[src/rtl/clock_edge_scheduler_if.sv]
// clock_edge_scheduler_if: config write channel and edge-event output channel.
interface clock_edge_scheduler_if #(
    parameter int NUM_CLOCKS = 2,
    parameter int TIME_W     = 32,
    parameter int PERIOD_W   = 16
);
    logic                  cfg_valid;
    logic                  cfg_ready;
    logic [2:0]            cfg_idx;
    logic [PERIOD_W-1:0]   cfg_period;
    logic [PERIOD_W-1:0]   cfg_high;
    logic                  cfg_init;
    logic                  out_valid;
    logic                  out_ready;
    logic [TIME_W-1:0]     out_time;
    logic [NUM_CLOCKS-1:0] out_mask;
    logic [NUM_CLOCKS-1:0] out_level;
    modport master (
        output cfg_valid, cfg_idx, cfg_period, cfg_high, cfg_init, out_ready,
        input  cfg_ready, out_valid, out_time, out_mask, out_level
    );
    modport slave (
        input  cfg_valid, cfg_idx, cfg_period, cfg_high, cfg_init, out_ready,
        output cfg_ready, out_valid, out_time, out_mask, out_level
    );
endinterface

[src/rtl/clock_edge_scheduler.sv]
// clock_edge_scheduler: emits time-ordered edge events for up to 8 periodic clocks.
// Define CLOCK_SCHED_STATS_EN to add a saturating event_count output.
module clock_edge_scheduler #(
    parameter int NUM_CLOCKS = 2,
    parameter int TIME_W     = 32,
    parameter int PERIOD_W   = 16
) (
    input  logic clock,
    input  logic reset,
    input  logic start,
    input  logic stop,
    clock_edge_scheduler_if.slave bus,
    output logic cfg_err,
    output logic overflow
`ifdef CLOCK_SCHED_STATS_EN
    ,
    output logic [31:0] event_count
`endif
);
    localparam int SW = (TIME_W > PERIOD_W ? TIME_W : PERIOD_W) + 1;
    typedef enum logic [2:0] {IDLE, LOAD, FIND, EMIT, HALT} state_t;
    state_t                state_q, state_d;
    logic [PERIOD_W-1:0]   period_q [NUM_CLOCKS], period_d [NUM_CLOCKS];
    logic [PERIOD_W-1:0]   high_q [NUM_CLOCKS], high_d [NUM_CLOCKS];
    logic [TIME_W-1:0]     next_q [NUM_CLOCKS], next_d [NUM_CLOCKS];
    logic [NUM_CLOCKS-1:0] init_q, init_d, level_q, level_d;
    logic [NUM_CLOCKS-1:0] mask_q, mask_d, olevel_q, olevel_d;
    logic [TIME_W-1:0]     time_q, time_d;
    logic                  cfg_err_q, cfg_err_d, ovf_q, ovf_d;
    logic [NUM_CLOCKS-1:0] en, hit;
    logic [TIME_W-1:0]     min_t;
    logic [SW-1:0]         sum;
    logic                  any_en, ovf_hit, bad_idx, bad_high;
    assign bad_idx  = int'(bus.cfg_idx) >= NUM_CLOCKS;
    assign bad_high = bus.cfg_period != '0 && (bus.cfg_high == '0 || bus.cfg_high >= bus.cfg_period);
    always_comb begin
        state_d = state_q;
        period_d = period_q;
        high_d = high_q;
        next_d = next_q;
        init_d = init_q;
        level_d = level_q;
        mask_d = mask_q;
        olevel_d = olevel_q;
        time_d = time_q;
        cfg_err_d = 1'b0;
        en = '0;
        hit = '0;
        min_t = '1;
        sum = '0;
        any_en = 1'b0;
        ovf_hit = 1'b0;
        for (int i = 0; i < NUM_CLOCKS; i++) en[i] = period_q[i] != '0;
        case (state_q)
            IDLE: begin
                if (bus.cfg_valid) begin
                    cfg_err_d = bad_idx || bad_high;
                    for (int i = 0; i < NUM_CLOCKS; i++)
                        if (!bad_idx && int'(bus.cfg_idx) == i) begin
                            period_d[i] = bad_high ? '0 : bus.cfg_period;
                            high_d[i] = bus.cfg_high;
                            init_d[i] = bus.cfg_init;
                        end
                end
                state_d = start && !stop ? LOAD : IDLE;
            end
            LOAD: begin
                for (int i = 0; i < NUM_CLOCKS; i++) begin
                    level_d[i] = init_q[i];
                    sum = SW'(init_q[i] ? high_q[i] : period_q[i] - high_q[i]);
                    next_d[i] = sum[TIME_W-1:0];
                    ovf_hit = ovf_hit || (en[i] && |sum[SW-1:TIME_W]);
                end
                state_d = ovf_hit ? HALT : FIND;
            end
            FIND: begin
                for (int i = 0; i < NUM_CLOCKS; i++)
                    if (en[i] && (!any_en || next_q[i] < min_t)) begin
                        min_t = next_q[i];
                        any_en = 1'b1;
                    end
                for (int i = 0; i < NUM_CLOCKS; i++) hit[i] = en[i] && next_q[i] == min_t;
                if (any_en) begin
                    time_d = min_t;
                    mask_d = hit;
                    olevel_d = level_q ^ hit;
                    state_d = EMIT;
                end
            end
            EMIT: if (bus.out_ready) begin
                // advance by the duration of the level the clock is entering
                for (int i = 0; i < NUM_CLOCKS; i++)
                    if (mask_q[i]) begin
                        level_d[i] = !level_q[i];
                        sum = SW'(next_q[i]) + SW'(level_q[i] ? period_q[i] - high_q[i] : high_q[i]);
                        next_d[i] = sum[TIME_W-1:0];
                        ovf_hit = ovf_hit || |sum[SW-1:TIME_W];
                    end
                state_d = ovf_hit ? HALT : FIND;
            end
            default: ;
        endcase
        ovf_d = stop ? 1'b0 : ovf_q || ovf_hit;
        if (stop && state_q != IDLE) state_d = IDLE;
    end
    always_ff @(posedge clock or posedge reset) begin
        if (reset) begin
            state_q <= IDLE;
            for (int i = 0; i < NUM_CLOCKS; i++) begin
                period_q[i] <= '0;
                high_q[i] <= '0;
                next_q[i] <= '0;
            end
            init_q <= '0;
            level_q <= '0;
            mask_q <= '0;
            olevel_q <= '0;
            time_q <= '0;
            cfg_err_q <= 1'b0;
            ovf_q <= 1'b0;
        end else begin
            state_q <= state_d;
            period_q <= period_d;
            high_q <= high_d;
            next_q <= next_d;
            init_q <= init_d;
            level_q <= level_d;
            mask_q <= mask_d;
            olevel_q <= olevel_d;
            time_q <= time_d;
            cfg_err_q <= cfg_err_d;
            ovf_q <= ovf_d;
        end
    end
    assign bus.cfg_ready = state_q == IDLE;
    assign bus.out_valid = state_q == EMIT;
    assign bus.out_time = time_q;
    assign bus.out_mask = mask_q;
    assign bus.out_level = olevel_q;
    assign cfg_err = cfg_err_q;
    assign overflow = ovf_q;
`ifdef CLOCK_SCHED_STATS_EN
    logic [31:0] event_count_q, event_count_d;
    always_comb begin
        event_count_d = event_count_q;
        if (state_q == IDLE && start && !stop) event_count_d = '0;
        else if (state_q == EMIT && bus.out_ready && event_count_q != '1) event_count_d = event_count_q + 32'd1;
    end
    always_ff @(posedge clock or posedge reset)
        if (reset) event_count_q <= '0;
        else event_count_q <= event_count_d;
    assign event_count = event_count_q;
`endif
endmodule

[src/flat_wrapper.sv]
// flat-port wrapper written by rule: the top's interface ports become plain ports
module clock_edge_scheduler_flat 
#(
    parameter int NUM_CLOCKS = 2,
    parameter int TIME_W     = 32,
    parameter int PERIOD_W   = 16
)
  (clock, reset, start, stop, cfg_err, overflow, bus_cfg_valid, bus_cfg_idx, bus_cfg_period, bus_cfg_high, bus_cfg_init, bus_out_ready, bus_cfg_ready, bus_out_valid, bus_out_time, bus_out_mask, bus_out_level);
  clock_edge_scheduler_if #(.NUM_CLOCKS(NUM_CLOCKS), .TIME_W(TIME_W), .PERIOD_W(PERIOD_W)) bus_i ();
  input  logic clock;
  input  logic reset;
  input  logic start;
  input  logic stop;
  output logic cfg_err;
  output logic overflow;
  input wire logic [$bits(bus_i.cfg_valid)-1:0] bus_cfg_valid;
  input wire logic [$bits(bus_i.cfg_idx)-1:0] bus_cfg_idx;
  input wire logic [$bits(bus_i.cfg_period)-1:0] bus_cfg_period;
  input wire logic [$bits(bus_i.cfg_high)-1:0] bus_cfg_high;
  input wire logic [$bits(bus_i.cfg_init)-1:0] bus_cfg_init;
  input wire logic [$bits(bus_i.out_ready)-1:0] bus_out_ready;
  output wire logic [$bits(bus_i.cfg_ready)-1:0] bus_cfg_ready;
  output wire logic [$bits(bus_i.out_valid)-1:0] bus_out_valid;
  output wire logic [$bits(bus_i.out_time)-1:0] bus_out_time;
  output wire logic [$bits(bus_i.out_mask)-1:0] bus_out_mask;
  output wire logic [$bits(bus_i.out_level)-1:0] bus_out_level;
  assign bus_i.cfg_valid = bus_cfg_valid;
  assign bus_i.cfg_idx = bus_cfg_idx;
  assign bus_i.cfg_period = bus_cfg_period;
  assign bus_i.cfg_high = bus_cfg_high;
  assign bus_i.cfg_init = bus_cfg_init;
  assign bus_i.out_ready = bus_out_ready;
  assign bus_cfg_ready = bus_i.cfg_ready;
  assign bus_out_valid = bus_i.out_valid;
  assign bus_out_time = bus_i.out_time;
  assign bus_out_mask = bus_i.out_mask;
  assign bus_out_level = bus_i.out_level;
  clock_edge_scheduler #(.NUM_CLOCKS(NUM_CLOCKS), .TIME_W(TIME_W), .PERIOD_W(PERIOD_W)) u_core (.clock(clock), .reset(reset), .start(start), .stop(stop), .bus(bus_i), .cfg_err(cfg_err), .overflow(overflow));
endmodule
[config.mk]
export PLATFORM = sky130hd
export DESIGN_NAME = clock_edge_scheduler_flat
export DESIGN_NICKNAME = d
export VERILOG_FILES = /design/src/rtl/clock_edge_scheduler_if.sv /design/src/rtl/clock_edge_scheduler.sv /design/src/flat_wrapper.sv
export SDC_FILE = /design/constraint.sdc
export NUM_CORES = 1
export LEC_CHECK = 0
export BUFFER_PORTS_ARGS = -buffer_cell sky130_fd_sc_hd__buf_2
export CORE_AREA = 5 5 186 188
export DETAILED_ROUTE_END_ITERATION = 16
export DIE_AREA = 0 0 191 193
export PLACE_DENSITY = 0.7
export SLEW_MARGIN = 20
export SYNTH_ARGS = -nofsm -noshare
export SYNTH_HDL_FRONTEND = slang
export SYNTH_SLANG_ARGS = --single-unit
export TNS_END_PERCENT = 5
[constraint.sdc]
create_clock -name clock -period 13.8 [get_ports clock]
set_clock_uncertainty 0.1 [all_clocks]
set_input_delay 2.07 -clock clock [delete_from_list [all_inputs] [get_ports clock]]
set_output_delay 2.07 -clock clock [all_outputs]
set_load 0.02 [all_outputs]
==> flow_metrics.py, run 1 <==
metrics = {
    "sta": {
        "final.period_utilization_pct": 40.97,
        "max_slew.worst_pin.slew_ns": 1.046,
        "rsz0062_at_grt": "false",
        "hold_viol": 0,
        "fmax_mhz": 176.9,
        "setup-violations-final": 0,
        "slew_viol_final": 0,
        "fin_crit_ns": 5.654,
        "fin_tns_setup_ns": 0,
        "slew_headroom_pct": 30.25,
    },
    "floorplanning": {
        "die_w_um": 191,
        "design.core.area_um2": 32950,
        "rows": 67,
        "start_util_pct": 43.91,
        "io_pins": 82,
        "chipHeight_um": 193,
        "dieArea_um2": 36860,
    },
    "global_routing": {
        "antenna_found_initial": 2,
        "grt_pass1_vias": 13020,
        "grt_pass1_wl_um": 73130,
        "grt.overflow.total": 0,
        "grt_max_degree": 73,
        "grt_util_all_layers_pct": 25.22,
    },
    "setup_path": {
        "crit_chain": "inv_1 -> ha_1 -> fa_1 -> nor2b_1 -> o31a_1 -> o2111ai_2 -> a21boi_2 -> a221oi_2 -> o21bai_2 -> a211oi_4 -> ha_1 -> a21o_1 -> a21oi_1 -> nor2b_1 -> o21a_1 -> o211ai_1 -> a21oi_1 -> or3_1 -> a32oi_1 -> o21ai_0",
        "crit_required_ns": 14.00,
        "startpoint_type": "flip-flop",
        "path_max_fanout": 18,
        "r2r_cells": 20,
        "r2r_setup_slack_ns": 8.15,
        "critPathMaxStageDelay_ns": 0.79,
        "r2r_start": "u_core.period_q[0]",
        "rr_endpoint": "u_core.state_q[2]",
        "critPathArrivalTime_ns": 5.86,
        "critPathKind": "flip-flop to flip-flop",
        "critical-path-top-delay-family": "compound AO/OA/AOI/OAI gates",
        "end_kind": "flip-flop",
        "cp_num_buf_inv": 1,
        "critPathSlowestCell": "a211oi_4",
    },
    "final_layout": {
        "drive_gt1_share_pct": 9.621,
        "multi_input_area_um2": 9459,
        "nFillCells": 3215,
        "register_area_um2": 4329,
        "diodes": 0,
        "area_growth_pct": 9.627,
        "fin_nets": 1996,
    },
    "clock_tree": {
        "cts_root_buf": "clkbuf_16",
        "cts_setup_buffers": 0,
        "cts_tree": "built",
        "post_cts_resized": 0,
        "clk-insertion-delay-late_ns": 0.45,
        "cts_max_level": 4,
        "cts.sinks": 173,
        "clkTransAtPathRegs_ns": 0.08,
        "cts_buffers": 17,
        "cts_buffer_depth": 2,
        "hold_buffers": 0,
    },
    "yosys": {
        "synth_area_leaders": "dfrtp_1 30%, ha_1 12%, a21oi_1 5.8%",
        "synthMuxAreaShare_pct": 3.425,
        "yosys.cell_types.count": 79,
        "synth_most_common_cell": "nand2_1",
        "ys_ff_latch": 173,
        "synth_compound_area_share_pct": 27.15,
        "synth_top_family_by_area": "compound AO/OA/AOI/OAI gates",
        "netlist_instances": 1770,
        "avgSynthCellArea_um2": 8.173,
        "synth_top_area_share_pct": 29.93,
        "yosysTopAreaCell": "dfrtp_1",
        "synth_enable_flop_cells": 0,
        "async_flop_share_pct": 100.0,
        "synthAdderAreaFrac_pct": 13.01,
        "synthFlopType": "dfrtp_1",
        "synth_xor_area_share_pct": 5.328,
        "syn-num-nets": 1960,
        "synthSimpleGateAreaFrac_pct": 16.29,
        "synthTopCellsByCount": "197 x nand2_1, 173 x dfrtp_1, 169 x a21oi_1, 160 x o21ai_0, 148 x nor2_1",
        "yosysWarnings": 0,
        "yosysSeqAreaShare_pct": 29.93,
        "synth_area_um2": 14470,
    },
    "drt": {
        "routed-via-count": 13670,
        "antenna_left": 0,
        "via_per_inst": 6.028,
        "drt-pass1-iter-count": 6,
        "routed_wl_um": 46670,
        "drc": 0,
        "routedWlPerCell_um": 20.59,
        "drt_iter0_markers": 1319,
    },
    "hold_path": {
        "min_from": "u_core.bus.out_time[22]",
        "hp-class": "flip-flop to flip-flop",
        "hold_end": "u_core.bus.out_time[22]",
        "hold_depth": 2,
    },
    "status": {
        "outcome": "finished, final reports clean",
    },
    "placement": {
        "place_congestion": 0.9968,
        "hpwlAfterDp_um": 35390,
        "port_buffers": 81,
    },
    "run": {
        "drv_cap": 0,
    },
}
[through the flow]
step	worst slack (ns)	hold slack (ns)	instances	util, %	area [um2]
4_1_cts	8.238	0.3819	2267	48.10	15850
3_5_place_dp	8.279	0.3645	2235	46.28	15250
2_1_floorplan	6.942	0.3947	1770	-	14470
3_3_place_gp	8.437	0.3580	2235	46.28	15250
5_1_grt	7.801	0.3943	2267	48.14	15860
6_report	8.146	0.3764	2267	48.14	15860
[placed cells by master, fill, tap and decap left out, types with 28 or more instances in the layout]
cell and n:
nand2_1 196, dfrtp_1 173, a21oi_1 168, o21ai_0 160, nor2_1 148, ha_1 144
inv_1 101, buf_2 81, a21o_1 53, xnor2_1 48, xor2_1 40, a22o_1 36
nor4_1 30, nor3_1 28
[final cells by class]
class                      count  area share (%)
sequential                   173           27.30
clock inverter                14           1.057
inverter                     102           2.446
tap                          448           3.535
timing repair buffer          97           3.314
multi-input combinational   1415           59.64
clock buffer                  18           2.706
[kinds of logic (layout without fill, tap and decap cells)]
logic type	count (synthesis)	count (layout)
compound gates	613	613
xor+xnor	88	88
fa+ha+maj	148	148
buf+inv	182	231
flops	173	173
mux	47	47
simple gates	519	519
[registers in the layout, indices dropped and copies added (netlist names)]
register and flops:
u_core.bus.out_time 32, u_core.high_q 32, u_core.period_q 32, u_core.next_q 64, u_core.init_q 2, u_core.state_q 3
u_core.overflow 1, u_core.level_q 2, u_core.bus.out_level 2, u_core.bus.out_mask 2, u_core.cfg_err 1
[worst max path at each step]
| stage | slack (ns) | cells after the start | to | from |
|---|---|---|---|---|
| after floorplan | 6.94 | 1 | u_core.bus.out_level[0] | reset |
| after global placement | 8.44 | 23 | u_core.state_q[1] | u_core.high_q[17] |
| after detailed placement | 8.28 | 20 | u_core.state_q[2] | u_core.period_q[0] |
| after CTS | 8.24 | 20 | u_core.state_q[2] | u_core.period_q[0] |
| after global routing | 7.80 | 20 | u_core.state_q[2] | u_core.period_q[0] |
| final | 8.15 | 20 | u_core.state_q[2] | u_core.period_q[0] |
[worst min-delay path: stages (launching register included)]
cell	delay (ns)
dfrtp_1	0.34
nand2_1	0.04
o21ai_0	0.06
[metal layers]
layer | GRT usage (%) | vias to the layer above | part of all wire [%]
met3 | 4.663 | 125 | 7.5
met5 | 0 | - | 0.060
li1 | - | 6511 | -
met2 | 39.28 | 576 | 43
met1 | 34.96 | 6449 | 45
met4 | 9.972 | 4 | 4.6
Power of run 1 is not shown: default switching activity piles up to over one toggle a cycle in this logic, so the estimate is an artifact.
==> run 2: changes to the inputs <==
==> constraint.sdc (replaced) <==
create_clock -name clock -period 5.8 [get_ports clock]
set_clock_uncertainty 0.1 [all_clocks]
set_input_delay 0.87 -clock clock [delete_from_list [all_inputs] [get_ports clock]]
set_output_delay 0.87 -clock clock [all_outputs]
set_load 0.02 [all_outputs]
==> run 2 against run 1 <==
Effect of this change: fmax increased by 7.0%; global-route usage decreased by 0.26 points; critical path type unchanged; final area increased by 0.32%; final cell count increased by 0.22%; highest routed layer is now met4; core utilization increased by 0.16 points.
==> flow_metrics.py, run 2 (synthesis results as in run 1) <==
metrics = {
    "clock_tree": {
        "cts_max_level": 4,
        "cts_buffers": 17,
        "cts_setup_buffers": 0,
        "cts.sinks": 173,
        "hold_buffers": 0,
        "cts_buffer_depth": 2,
        "clk-insertion-delay-late_ns": 0.44,
        "cts_tree": "built",
        "post_cts_resized": 0,
        "clkTransAtPathRegs_ns": 0.08,
        "cts_root_buf": "clkbuf_16",
    },
    "setup_path": {
        "critPathKind": "flip-flop to flip-flop",
        "critPathArrivalTime_ns": 5.51,
        "crit_required_ns": 6.02,
        "startpoint_type": "flip-flop",
        "crit_chain": "ha_1 -> fa_1 -> nand2b_1 -> a21boi_0 -> o21ai_1 -> a211o_1 -> a21oi_1 -> or3_1 -> a21oi_1 -> buf_4 -> ha_1 -> a21o_1 -> a21o_1 -> a21oi_1 -> o21ai_0 -> or3_1 -> o21ai_0 -> o21ai_0 -> a31oi_1 -> mux2i_1 -> nand2_1",
        "path_max_fanout": 10,
        "critPathSlowestCell": "dfrtp_1",
        "critPathMaxStageDelay_ns": 0.41,
        "end_kind": "flip-flop",
    },
    "global_routing": {
        "grt.overflow.total": 0,
        "grt_pass1_wl_um": 72770,
        "grt_pass1_vias": 13090,
        "grt_util_all_layers_pct": 24.96,
        "antenna_found_initial": 0,
        "grt_max_degree": 73,
    },
    "sta": {
        "hold_viol": 0,
        "fmax_mhz": 189.2,
        "final.period_utilization_pct": 91.15,
        "rsz0062_at_grt": "false",
        "holdWs_ns": 0.3742,
        "slew_headroom_pct": 45.28,
        "fin_crit_ns": 5.287,
        "setup-violations-final": 0,
        "fin_tns_setup_ns": 0,
        "slew_viol_final": 0,
        "max_slew.worst_pin.slew_ns": 0.8208,
    },
    "placement": {
        "port_buffers": 81,
        "dp.cells": 2240,
        "hpwlAfterDp_um": 35120,
        "place_congestion": 0.9687,
    },
    "run": {
        "drv_cap": 0,
    },
    "floorplanning": {
        "io_pins": 82,
        "chipHeight_um": 193,
        "rows": 67,
        "start_util_pct": 43.91,
        "design.core.area_um2": 32950,
        "die_w_um": 191,
        "dieArea_um2": 36860,
    },
    "drt": {
        "drc": 0,
        "routed-via-count": 13750,
        "via_per_inst": 6.052,
        "drt-pass1-iter-count": 7,
        "antenna_left": 0,
        "routedWlPerCell_um": 20.32,
        "routed_wl_um": 46170,
        "drt_iter0_markers": 1303,
    },
    "status": {
        "outcome": "finished, final reports clean",
    },
    "final_layout": {
        "final_common_cell": "nand2_1",
        "final_cell_mix": "196 x nand2_1, 173 x dfrtp_1, 168 x a21oi_1",
        "nFillCells": 3173,
        "post-route-util_pct": 48.29,
        "stdcell_count": 2272,
        "largest_register_ffs": 64,
        "diodes": 0,
        "top_register": "u_core.next_q",
        "drive_gt1_share_pct": 9.923,
        "fin_nets": 2001,
        "area_growth_pct": 9.981,
    },
    "hold_path": {
        "hp-class": "flip-flop to flip-flop",
    },
}
run 2: per-stage QoR:
stage	cell area, um2	setup slack [ns]
after floorplan	14470	0.1415
after global placement	15290	0.6937
after detailed placement	15290	0.6200
after CTS	15900	0.5722
after global routing	15910	0.1454
final	15910	0.5133
run 2: worst paths after layout:
path	slack, ns	from	depth (start not counted)	end
max	0.51	u_core.high_q[16]	21	u_core.next_q[63]
min	0.37	u_core.bus.out_time[27]	2	u_core.bus.out_time[27]
max reg2reg	0.51	u_core.high_q[16]	21	u_core.next_q[63]
min reg2reg	0.37	u_core.bus.out_time[27]	2	u_core.bus.out_time[27]
max in group asynchronous	4.00	reset	3	u_core.next_q[55]
min in group asynchronous	0.41	reset	2	u_core.high_q[10]
run 2: cell type report:
cell class | count | area (um2) | share of cell area (%)
clock buffer | 18 | 439.2 | 2.760
clock inverter | 14 | 171.4 | 1.077
inverter | 102 | 387.9 | 2.438
multi-input combinational | 1415 | 9459 | 59.45
sequential | 173 | 4329 | 27.21
tap | 448 | 560.5 | 3.523
timing repair buffer | 102 | 563.0 | 3.539
run 2: metal layers:
| metal | GRT usage [%] | vias to the layer above | part of all wire (%) |
|---|---|---|---|
| li1 | - | 6529 | - |
| met2 | 39.54 | 607 | 44 |
| met1 | 34.32 | 6475 | 44 |
| met3 | 4.051 | 139 | 7.9 |
| met5 | 0 | - | 0 |
| met4 | 10.06 | 0 | 4.5 |
run 2: critical path: cells and delay by family, from the launching register on:
family	cells	cell delay (ns)
mux	1	0.21
fa+ha+maj	3	0.85
simple gates	4	0.75
flops	1	0.41
buf+inv	1	0.29
compound gates	12	2.57
Power of run 2 is left out for the same reason.
==> run 3: changes to the inputs <==
--- a/config.mk
+++ b/config.mk
@@ -5,11 +5,13 @@
 export SDC_FILE = /design/constraint.sdc
 export NUM_CORES = 1
 export LEC_CHECK = 0
+export ABC_AREA = 1
 export BUFFER_PORTS_ARGS = -buffer_cell sky130_fd_sc_hd__buf_2
-export CORE_AREA = 5 5 186 188
+export CORE_AREA = 5 5 188 190
 export DETAILED_ROUTE_END_ITERATION = 16
-export DIE_AREA = 0 0 191 193
+export DIE_AREA = 0 0 193 195
 export PLACE_DENSITY = 0.7
+export REMOVE_ABC_BUFFERS = 1
 export SLEW_MARGIN = 20
 export SYNTH_ARGS = -nofsm -noshare
 export SYNTH_HDL_FRONTEND = slang
==> run 3 against run 2 <==
Effect of this change: core utilization increased by 0.62 points; global-route usage increased by 0.26 points; synthesized area increased by 2.5%; routed wire length increased by 3.4%; synthesized cell count increased by 22%; die area increased by 2.1%; count of clock-buffer cells in the layout unchanged; critical path depth increased by 3; fmax decreased by 1.3%; critical path type unchanged.
==> flow_metrics.py, run 3 <==
metrics = {
    "drt": {
        "drt-pass1-iter-count": 6,
        "routedWlPerCell_um": 17.90,
        "routed_wl_um": 47750,
        "drt_iter0_markers": 1176,
        "antenna_left": 0,
        "drc": 0,
        "via_per_inst": 5.645,
        "routed-via-count": 15060,
    },
    "global_routing": {
        "grt.overflow.total": 0,
        "grt_util_all_layers_pct": 25.22,
        "grt_pass1_wl_um": 75600,
        "grt_max_degree": 73,
        "grt_pass1_vias": 14060,
        "antenna_found_initial": 0,
    },
    "clock_tree": {
        "cts_max_level": 4,
        "cts_buffers": 17,
        "clk-insertion-delay-late_ns": 0.45,
        "clkTransAtPathRegs_ns": 0.08,
        "cts.sinks": 173,
        "cts_buffer_depth": 2,
        "cts_setup_buffers": 0,
        "cts_root_buf": "clkbuf_16",
        "cts_tree": "built",
    },
    "yosys": {
        "ys_ff_latch": 173,
        "synth_area_um2": 14830,
        "yosysSeqAreaShare_pct": 29.20,
        "yosysWarnings": 0,
        "async_flop_share_pct": 100.0,
        "synth_most_common_cell": "nand2_1",
        "avgSynthCellArea_um2": 6.873,
        "synthTopCellsByCount": "455 x nand2_1, 265 x inv_1, 207 x nor2_1, 203 x o21ai_0, 182 x a21oi_1",
        "synth_top_area_share_pct": 29.20,
        "synth_area_leaders": "dfrtp_1 29%, ha_1 12%, nand2_1 12%",
        "synth_enable_flop_cells": 0,
        "synthFlopType": "dfrtp_1",
        "netlist_instances": 2157,
        "yosysTopAreaCell": "dfrtp_1",
        "yosys.cell_types.count": 42,
    },
    "placement": {
        "place_congestion": 0.9625,
        "placed_area_um2": 15700,
        "dp.cells": 2636,
        "port_buffers": 81,
        "hpwlAfterDp_um": 37060,
    },
    "setup_path": {
        "path_depth": 24,
        "cp_num_buf_inv": 0,
        "critical-path-top-delay-family": "compound AO/OA/AOI/OAI gates",
        "r2r_cells": 24,
        "critPathArrivalTime_ns": 5.56,
        "critPathSlowestCell": "ha_1",
        "crit_chain": "ha_1 -> fa_1 -> o21ai_0 -> a21oi_1 -> o21ai_0 -> a21o_1 -> a21oi_1 -> o21ai_0 -> a31oi_1 -> o21ai_0 -> xor2_1 -> o21ai_0 -> ha_1 -> a21oi_1 -> o21a_1 -> a21boi_1 -> o21bai_1 -> a21boi_1 -> o21ai_0 -> nand2_1 -> nand3_1 -> nand2_1 -> nand3_1 -> a22oi_1",
        "cp-endpoint": "u_core.next_q[63]",
        "r2r_start": "u_core.high_q[16]",
        "startpoint_type": "flip-flop",
        "critPathKind": "flip-flop to flip-flop",
        "critPathMaxStageDelay_ns": 0.42,
        "cp_common_cell": "o21ai_0",
        "path_max_fanout": 6,
        "r2r_setup_slack_ns": 0.44,
        "end_kind": "flip-flop",
        "rr_endpoint": "u_core.next_q[63]",
        "crit_required_ns": 6.00,
        "crit_path_start": "u_core.high_q[16]",
    },
    "floorplanning": {
        "start_util_pct": 44.55,
        "chipHeight_um": 195,
        "io_pins": 82,
        "dieArea_um2": 37640,
        "rows": 67,
        "design.core.area_um2": 33280,
        "die_w_um": 193,
    },
    "final_layout": {
        "register_area_um2": 4329,
        "fin_nets": 2397,
        "nFillCells": 3391,
        "drive_gt1_share_pct": 6.982,
        "multi_input_area_um2": 9234,
        "diodes": 0,
        "final_common_cell": "nand2_1",
        "area_growth_pct": 9.807,
        "largest_register_ffs": 64,
        "final_cell_mix": "455 x nand2_1, 264 x inv_1, 203 x nor2_1",
        "top_register": "u_core.next_q",
        "final_cell_area_um2": 16280,
        "stdcell_count": 2668,
    },
    "status": {
        "outcome": "finished, final reports clean",
    },
    "sta": {
        "slew_viol_final": 0,
        "fmax_mhz": 186.6,
        "holdWs_ns": 0.3771,
        "final.period_utilization_pct": 92.38,
        "setup-violations-final": 0,
        "fin_crit_ns": 5.358,
        "max_slew.worst_pin.slew_ns": 1.072,
        "slew_headroom_pct": 28.26,
        "rsz0062_at_grt": "false",
        "hold_viol": 0,
    },
    "hold_path": {
        "hp-class": "flip-flop to flip-flop",
    },
    "run": {
        "drv_cap": 0,
    },
}
[run 3: kinds of logic (layout without fill, tap and decap cells)]
group	count (synthesis)	after routing	share of synthesized area (%)
buffers and inverters	336	399	8.794
AOI/OAI and AO/OA	543	543	20.67
adders and majority gates	148	148	12.69
DFF	173	173	29.20
and+or+nand+nor	910	910	25.87
xor gates and xnor gates	47	47	2.777
[run 3: repair_timing]
action,4_1_cts,5_1_grt
gates resized for setup,0,2
setup endpoints to repair,0,4
hold endpoints to repair,0,0
hold buffers,0,0
[run 3: tightest hold or removal path: stages, from the launching register on]
cell and delay [ns]:
dfrtp_1 0.34, nand2_1 0.05, nand2_1 0.05
[run 3: worst min-delay path by stage]
| stage | startpoint | end | slack (ns) | cells past startpoint |
|---|---|---|---|---|
| 2_1_floorplan | u_core.period_q[10] | u_core.period_q[10] | 0.42 | 2 |
| 3_3_place_gp | u_core.bus.out_time[0] | u_core.bus.out_time[0] | 0.36 | 2 |
| 3_5_place_dp | u_core.bus.out_time[0] | u_core.bus.out_time[0] | 0.36 | 2 |
| 4_1_cts | u_core.bus.out_time[0] | u_core.bus.out_time[0] | 0.38 | 2 |
| 5_1_grt | u_core.bus.out_time[0] | u_core.bus.out_time[0] | 0.39 | 2 |
| 6_report | u_core.bus.out_time[0] | u_core.bus.out_time[0] | 0.38 | 2 |
[run 3: cell type report]
class | count | area share, %
Multi-Input combinational cell | 1648 | 56.72
Sequential cell | 173 | 26.59
Inverter | 265 | 6.141
Timing Repair Buffer | 102 | 3.535
Tap cell | 448 | 3.443
Clock buffer | 18 | 2.636
Clock inverter | 14 | 0.9300
[run 3: routing by layer]
layer  up-vias  part of all wire, %  GRT usage (%)  wire, um
li1       7442                    -              -         -
met1      7027                   44          33.88     20820
met3        92                  5.9          3.929      2796
met5         -                    0              0         0
met2       501                   46          40.69     22130
met4         0                  4.2          10.10      2007
[run 3: metrics by stage]
| step | setup TNS (ns) | util [%] | worst slack [ns] |
|---|---|---|---|
| 3_3_place_gp | 0 | 47.15 | 0.6689 |
| 3_5_place_dp | 0 | 47.16 | 0.5594 |
| 6_report | 0 | 48.92 | 0.4419 |
| 5_1_grt | 0 | 48.92 | 0.03676 |
| 2_1_floorplan | -9.658 | - | -0.2995 |
| 4_1_cts | 0 | 48.91 | 0.5286 |
Power of run 3 is left out for the same reason.
